$ cat config.mk
export PLATFORM = sky130hd
export DESIGN_NAME = mem_sub_ctrl
export DESIGN_NICKNAME = d
export VERILOG_FILES = /design/src/rtl/mem_sub_ctrl.sv
export SDC_FILE = /design/constraint.sdc
export NUM_CORES = 1
export LEC_CHECK = 0
export ABC_AREA = 1
export BUFFER_PORTS_ARGS = -buffer_cell sky130_fd_sc_hd__buf_2
export CAP_MARGIN = 5
export CORE_ASPECT_RATIO = 0.6
export CORE_MARGIN = 2
export CORE_UTILIZATION = 35
export CTS_CLUSTER_DIAMETER = 150
export CTS_CLUSTER_SIZE = 20
export DETAILED_ROUTE_END_ITERATION = 12
export GPL_ROUTABILITY_DRIVEN = 0
export PLACE_DENSITY_LB_ADDON = 0.2
export SLEW_MARGIN = 10
export SYNTH_ARGS = -nofsm -noshare
export SYNTH_HDL_FRONTEND = slang
export SYNTH_SLANG_ARGS = --single-unit
$ cat constraint.sdc
create_clock -name clk -period 3.1 [get_ports clk]
set_input_delay 0.62 -clock clk [delete_from_list [all_inputs] [get_ports clk]]
set_output_delay 0.62 -clock clk [all_outputs]
set_load 0.02 [all_outputs]
$ cat src/rtl/mem_sub_ctrl.sv
// CPU-side data memory controller: byte/half/word loads and stores over a
// word-wide synchronous memory, using read-modify-write for sub-word stores.
`timescale 1ns/1ps

`ifndef EXT_MEM_CWIDTH
`define EXT_MEM_CWIDTH 2
`endif
`ifndef MEM_WTYPE_WORD
`define MEM_WTYPE_WORD 2'd0
`endif
`ifndef MEM_WTYPE_HALF
`define MEM_WTYPE_HALF 2'd1
`endif
`ifndef MEM_WTYPE_BYTE
`define MEM_WTYPE_BYTE 2'd2
`endif

module mem_sub_ctrl #(
    parameter int ADDR_W = 10
) (
    input  logic                       clk,
    input  logic                       rst,
    input  logic                       iReq,
    input  logic                       iWe,
    input  logic [`EXT_MEM_CWIDTH-1:0] iType,
    input  logic                       iSigned,
    input  logic [31:0]                iAddr,
    input  logic [31:0]                iWData,
    output logic                       oReady,
    output logic                       oDone,
    output logic                       oErr,
    output logic [31:0]                oRData,
    output logic [ADDR_W-1:0]          oMemAddr,
    output logic                       oMemWe,
    output logic [31:0]                oMemWData,
    input  logic [31:0]                iMemRData
);

    typedef enum logic [2:0] {IDLE, RD, RDW, WR, DONE} state_t;

    state_t              state;
    logic [ADDR_W+1:0]   addr;
    logic                we;
    logic                is_half;
    logic                is_byte;
    logic                sext;
    logic [15:0]         wdata;

    logic                in_half;
    logic                in_byte;
    logic                misaligned;
    logic [7:0]          lane_b;
    logic [15:0]         lane_h;
    logic [31:0]         load_val;
    logic [31:0]         merge_val;
    logic                unused_addr_hi;

    assign unused_addr_hi = &{1'b0, iAddr[31:ADDR_W+2], iWData[31:16]};

    assign oReady   = (state == IDLE);
    assign oMemAddr = addr[ADDR_W+1:2];

    // Unknown size codes decode as WORD, so only HALF and BYTE need flags.
    assign in_half    = (iType == `MEM_WTYPE_HALF);
    assign in_byte    = (iType == `MEM_WTYPE_BYTE);
    assign misaligned = (in_half && iAddr[0]) ||
                        (!in_half && !in_byte && (iAddr[1:0] != 2'b00));

    // Lane extraction for loads and lane merge for sub-word stores share
    // the word currently returned by memory.
    always_comb begin
        lane_b    = iMemRData[7:0];
        lane_h    = addr[1] ? iMemRData[31:16] : iMemRData[15:0];
        load_val  = iMemRData;
        merge_val = iMemRData;
        case (addr[1:0])
            2'd0: lane_b = iMemRData[7:0];
            2'd1: lane_b = iMemRData[15:8];
            2'd2: lane_b = iMemRData[23:16];
            default: lane_b = iMemRData[31:24];
        endcase
        if (is_byte) begin
            load_val = {{24{sext & lane_b[7]}}, lane_b};
            case (addr[1:0])
                2'd0: merge_val[7:0]   = wdata[7:0];
                2'd1: merge_val[15:8]  = wdata[7:0];
                2'd2: merge_val[23:16] = wdata[7:0];
                default: merge_val[31:24] = wdata[7:0];
            endcase
        end else if (is_half) begin
            load_val = {{16{sext & lane_h[15]}}, lane_h};
            if (addr[1])
                merge_val[31:16] = wdata;
            else
                merge_val[15:0] = wdata;
        end
    end

    always_ff @(posedge clk) begin
        if (rst) begin
            state     <= IDLE;
            addr      <= '0;
            we        <= 1'b0;
            is_half   <= 1'b0;
            is_byte   <= 1'b0;
            sext      <= 1'b0;
            wdata     <= '0;
            oDone     <= 1'b0;
            oErr      <= 1'b0;
            oMemWe    <= 1'b0;
            oMemWData <= '0;
            oRData    <= '0;
        end else begin
            oDone  <= 1'b0;
            oErr   <= 1'b0;
            oMemWe <= 1'b0;
            case (state)
                IDLE: begin
                    if (iReq) begin
                        addr    <= iAddr[ADDR_W+1:0];
                        we      <= iWe;
                        is_half <= in_half;
                        is_byte <= in_byte;
                        sext    <= iSigned;
                        wdata   <= iWData[15:0];
                        if (misaligned) begin
                            state <= DONE;
                            oDone <= 1'b1;
                            oErr  <= 1'b1;
                        end else if (iWe && !in_half && !in_byte) begin
                            state     <= WR;
                            oMemWe    <= 1'b1;
                            oMemWData <= iWData;
                        end else begin
                            state <= RD;
                        end
                    end
                end
                RD: state <= RDW;
                RDW: begin
                    if (we) begin
                        state     <= WR;
                        oMemWe    <= 1'b1;
                        oMemWData <= merge_val;
                    end else begin
                        state  <= DONE;
                        oDone  <= 1'b1;
                        oRData <= load_val;
                    end
                end
                WR: begin
                    state <= DONE;
                    oDone <= 1'b1;
                end
                DONE: state <= IDLE;
                default: state <= IDLE;
            endcase
        end
    end

endmodule

==> results.json <==
{
  "via_count_of_the_first_global_routing_pass": 6414,
  "worst_ep_arrival_time_ns": 1.44,
  "ys_warn_count": 0,
  "dp_worst_setup_slack_ns": 0.848,
  "initial_utilization_pct": 35.5,
  "port_buffers": 160,
  "netlist.area_leader.share_pct": 32.1,
  "mostFrequentLayoutCells": "sky130_fd_sc_hd__nand2_1 (289), sky130_fd_sc_hd__nor2_1 (174), sky130_fd_sc_hd__buf_2 (160), sky130_fd_sc_hd__nand3_1 (135), sky130_fd_sc_hd__inv_1 (117)",
  "route.antenna.remaining_nets": 0,
  "tritoncts_clock_tree": "yes",
  "routed_wire_length_per_instance_um": 15.6,
  "post_synth_inst_count": 1101,
  "core-area_sq_um": 17900,
  "critPathCaptureType": "primary output",
  "grt_busiest_layer": "met1",
  "num_rows": 38,
  "fill_cells": 2022,
  "grt_overflow_total": 0,
  "final_min_period_over_clock_period_pct": 66.5,
  "mappedNetlistNets": 1206,
  "drt-initial-drc-count": 757,
  "rsz0062_at_grt": "false",
  "via_count": 7249,
  "finalCriticalPeriod_ns": 2.06,
  "grt_util_all_layers_pct": 23.7,
  "num_antenna_cells": 0,
  "grt_first_pass_wirelength_mm": 35.6,
  "power_per_cell_area_nw_per_um2": 518,
  "clk-insertion-delay-late_ns": 0.36,
  "bufs_on_longest_clock_path": 2,
  "cts_root_buf": "sky130_fd_sc_hd__clkbuf_16",
  "use_met1_pct": 36.3,
  "min_from": "addr[6]",
  "clock_sinks": 102,
  "cts_resized": 0,
  "wl_mm": 22.8,
  "timing.fmax_mhz": 485,
  "slew_headroom_pct": 44.5,
  "grt.met2_usage_pct": 34.0,
  "critPathMaxFanout": 12,
  "clk_pin_slew_ns": 0.09,
  "timing.critical_path.from": "state[0]",
  "grt_util_met3_pct": 5.24,
  "cts.htree.levels": 3,
  "drt_pass1_iterations": 5,
  "final_core_util_pct": 42.1,
  "width_of_the_chip_um": 178,
  "die_height_um": 108,
  "synthesis.area_per_instance_sq_um": 5.78,
  "drc": 0,
  "post_dp_cell_area_sq_um": 7240,
  "vdd.ir_drop.worst_v": 0.000273,
  "synthToLayoutAreaGrowth_pct": 18.6,
  "worst_r2r_startpoint": "addr[1]",
  "layout-drive-gt1-share_pct": 17.4,
  "min_path_type": "flip-flop to flip-flop",
  "cap_violations": 0,
  "hold_violations": 0,
  "antenna_found_initial": 0,
  "hpwl_mm": 16.8,
  "vias_per_cell": 4.99,
  "nets": 1314,
  "setup_slack_ns": 1.04,
  "run_status": "complete, no violations",
  "ioPinCount": 181,
  "synth.cell_area_sq_um": 6360,
  "cts_made_buffers": 9,
  "postSynthRegisterBits": 102,
  "cts_post_setup_buffers_inserted": 0,
  "setup_viol": 0,
  "worst_pin_slew_ns": 0.831,
  "crit_type": "flip-flop to primary output",
  "synth-seq-area-share_pct": 32.1,
  "finalClockSkew_ns": 0.0141,
  "cellLeakagePower_uw": 0.00408,
  "synth.area.top_cells": "sky130_fd_sc_hd__dfxtp_1 (32%), sky130_fd_sc_hd__nand2_1 (17%), sky130_fd_sc_hd__nand3_1 (11%), sky130_fd_sc_hd__nor2_1 (10%), sky130_fd_sc_hd__inv_1 (7.0%)",
  "finish.instance_area_sq_um": 7540,
  "final-max-slew-violation-count": 0,
  "final_tns_setup_ns": 0,
  "yosysUniqueCellTypes": 22,
  "cts_hold_repair.buffers": 0,
  "cp_data_required_time_ns": 2.48,
  "pin_count_of_the_biggest_net_entering_global_routing": 48,
  "synth_largest_area_cell": "sky130_fd_sc_hd__dfxtp_1",
  "commonest_non_fill_non_tap_cell_in_the_layout": "sky130_fd_sc_hd__nand2_1",
  "die_area_sq_um": 19300,
  "crit_path_start_kind": "flip-flop"
}
report_power, final:
| group | internal [uW] | total (uW) | switching (uW) |
|---|---|---|---|
| sequential | 1430 | 1530 | 92.5 |
| clock | 575 | 1170 | 597 |
| combinational | 375 | 1210 | 831 |
path summary, 6_finish.rpt:
path	endpoint	slack [ns]	depth (start not counted)
max	oReady	1.04	5
min	addr[6]	0.46	2
max reg2reg	oMemWData[4]	1.14	8
min reg2reg	addr[6]	0.46	2
critical path, stage by stage, from the launching register on:
cell                      delay, ns
sky130_fd_sc_hd__dfxtp_1       0.33
sky130_fd_sc_hd__inv_2         0.07
sky130_fd_sc_hd__nand2_1       0.09
sky130_fd_sc_hd__nor2_2        0.19
sky130_fd_sc_hd__buf_4         0.22
sky130_fd_sc_hd__buf_2         0.19
per-stage QoR:
stage / power, uW / instances / hold WS (ns)
2_1_floorplan: 2360 / 1101 / 0.435
3_3_place_gp: 2740 / 1438 / 0.448
3_5_place_dp: 2740 / 1438 / 0.452
4_1_cts: 3930 / 1454 / 0.464
5_1_grt: 4140 / 1454 / 0.480
6_report: 3900 / 1454 / 0.460
layout make-up:
type | count | area [sq um] | area share (%)
inverter | 124 | 465 | 6.17
timing repair buffer | 181 | 958 | 12.7
sequential | 102 | 2040 | 27.1
clock buffer | 9 | 225 | 2.99
multi-input combinational | 791 | 3470 | 46.0
clock inverter | 7 | 78.8 | 1.04
tap | 240 | 300 | 3.98
flip-flops by register name (all words and copies together) (netlist names):
register and flops:
addr 12, is_byte 1, is_half 1, oDone 1, oErr 1, oMemWData 32, oMemWe 1, oRData 32
sext 1, state 3, wdata 16, we 1
Yosys cell counts (all sizes together):
cell type and number:
dfxtp 102, o21a 16, nor2 178, nand3 135, o211ai 5, clkbuf 45
inv 123, nor3b 1, ha 2, nand2 293, buf 39, clkinv 1
o21ai 96, a31oi 6, nand4 1, a21oi 58
cell families (layout without fill, tap and decap cells):
kind of cell	Yosys count	count (layout)	share of synthesized area (%)
fa+ha+maj	2	2	0.393
flops	102	102	32.1
simple gates	608	608	38.9
buf+inv	208	321	13.4
compound gates	181	181	15.2
layer usage:
metal,vias up,share of wire (%)
met5,-,0
met4,0,0.83
met3,19,9.1
met2,280,40
met1,3281,50
li1,3669,-
(Power assumes the default switching activity.)
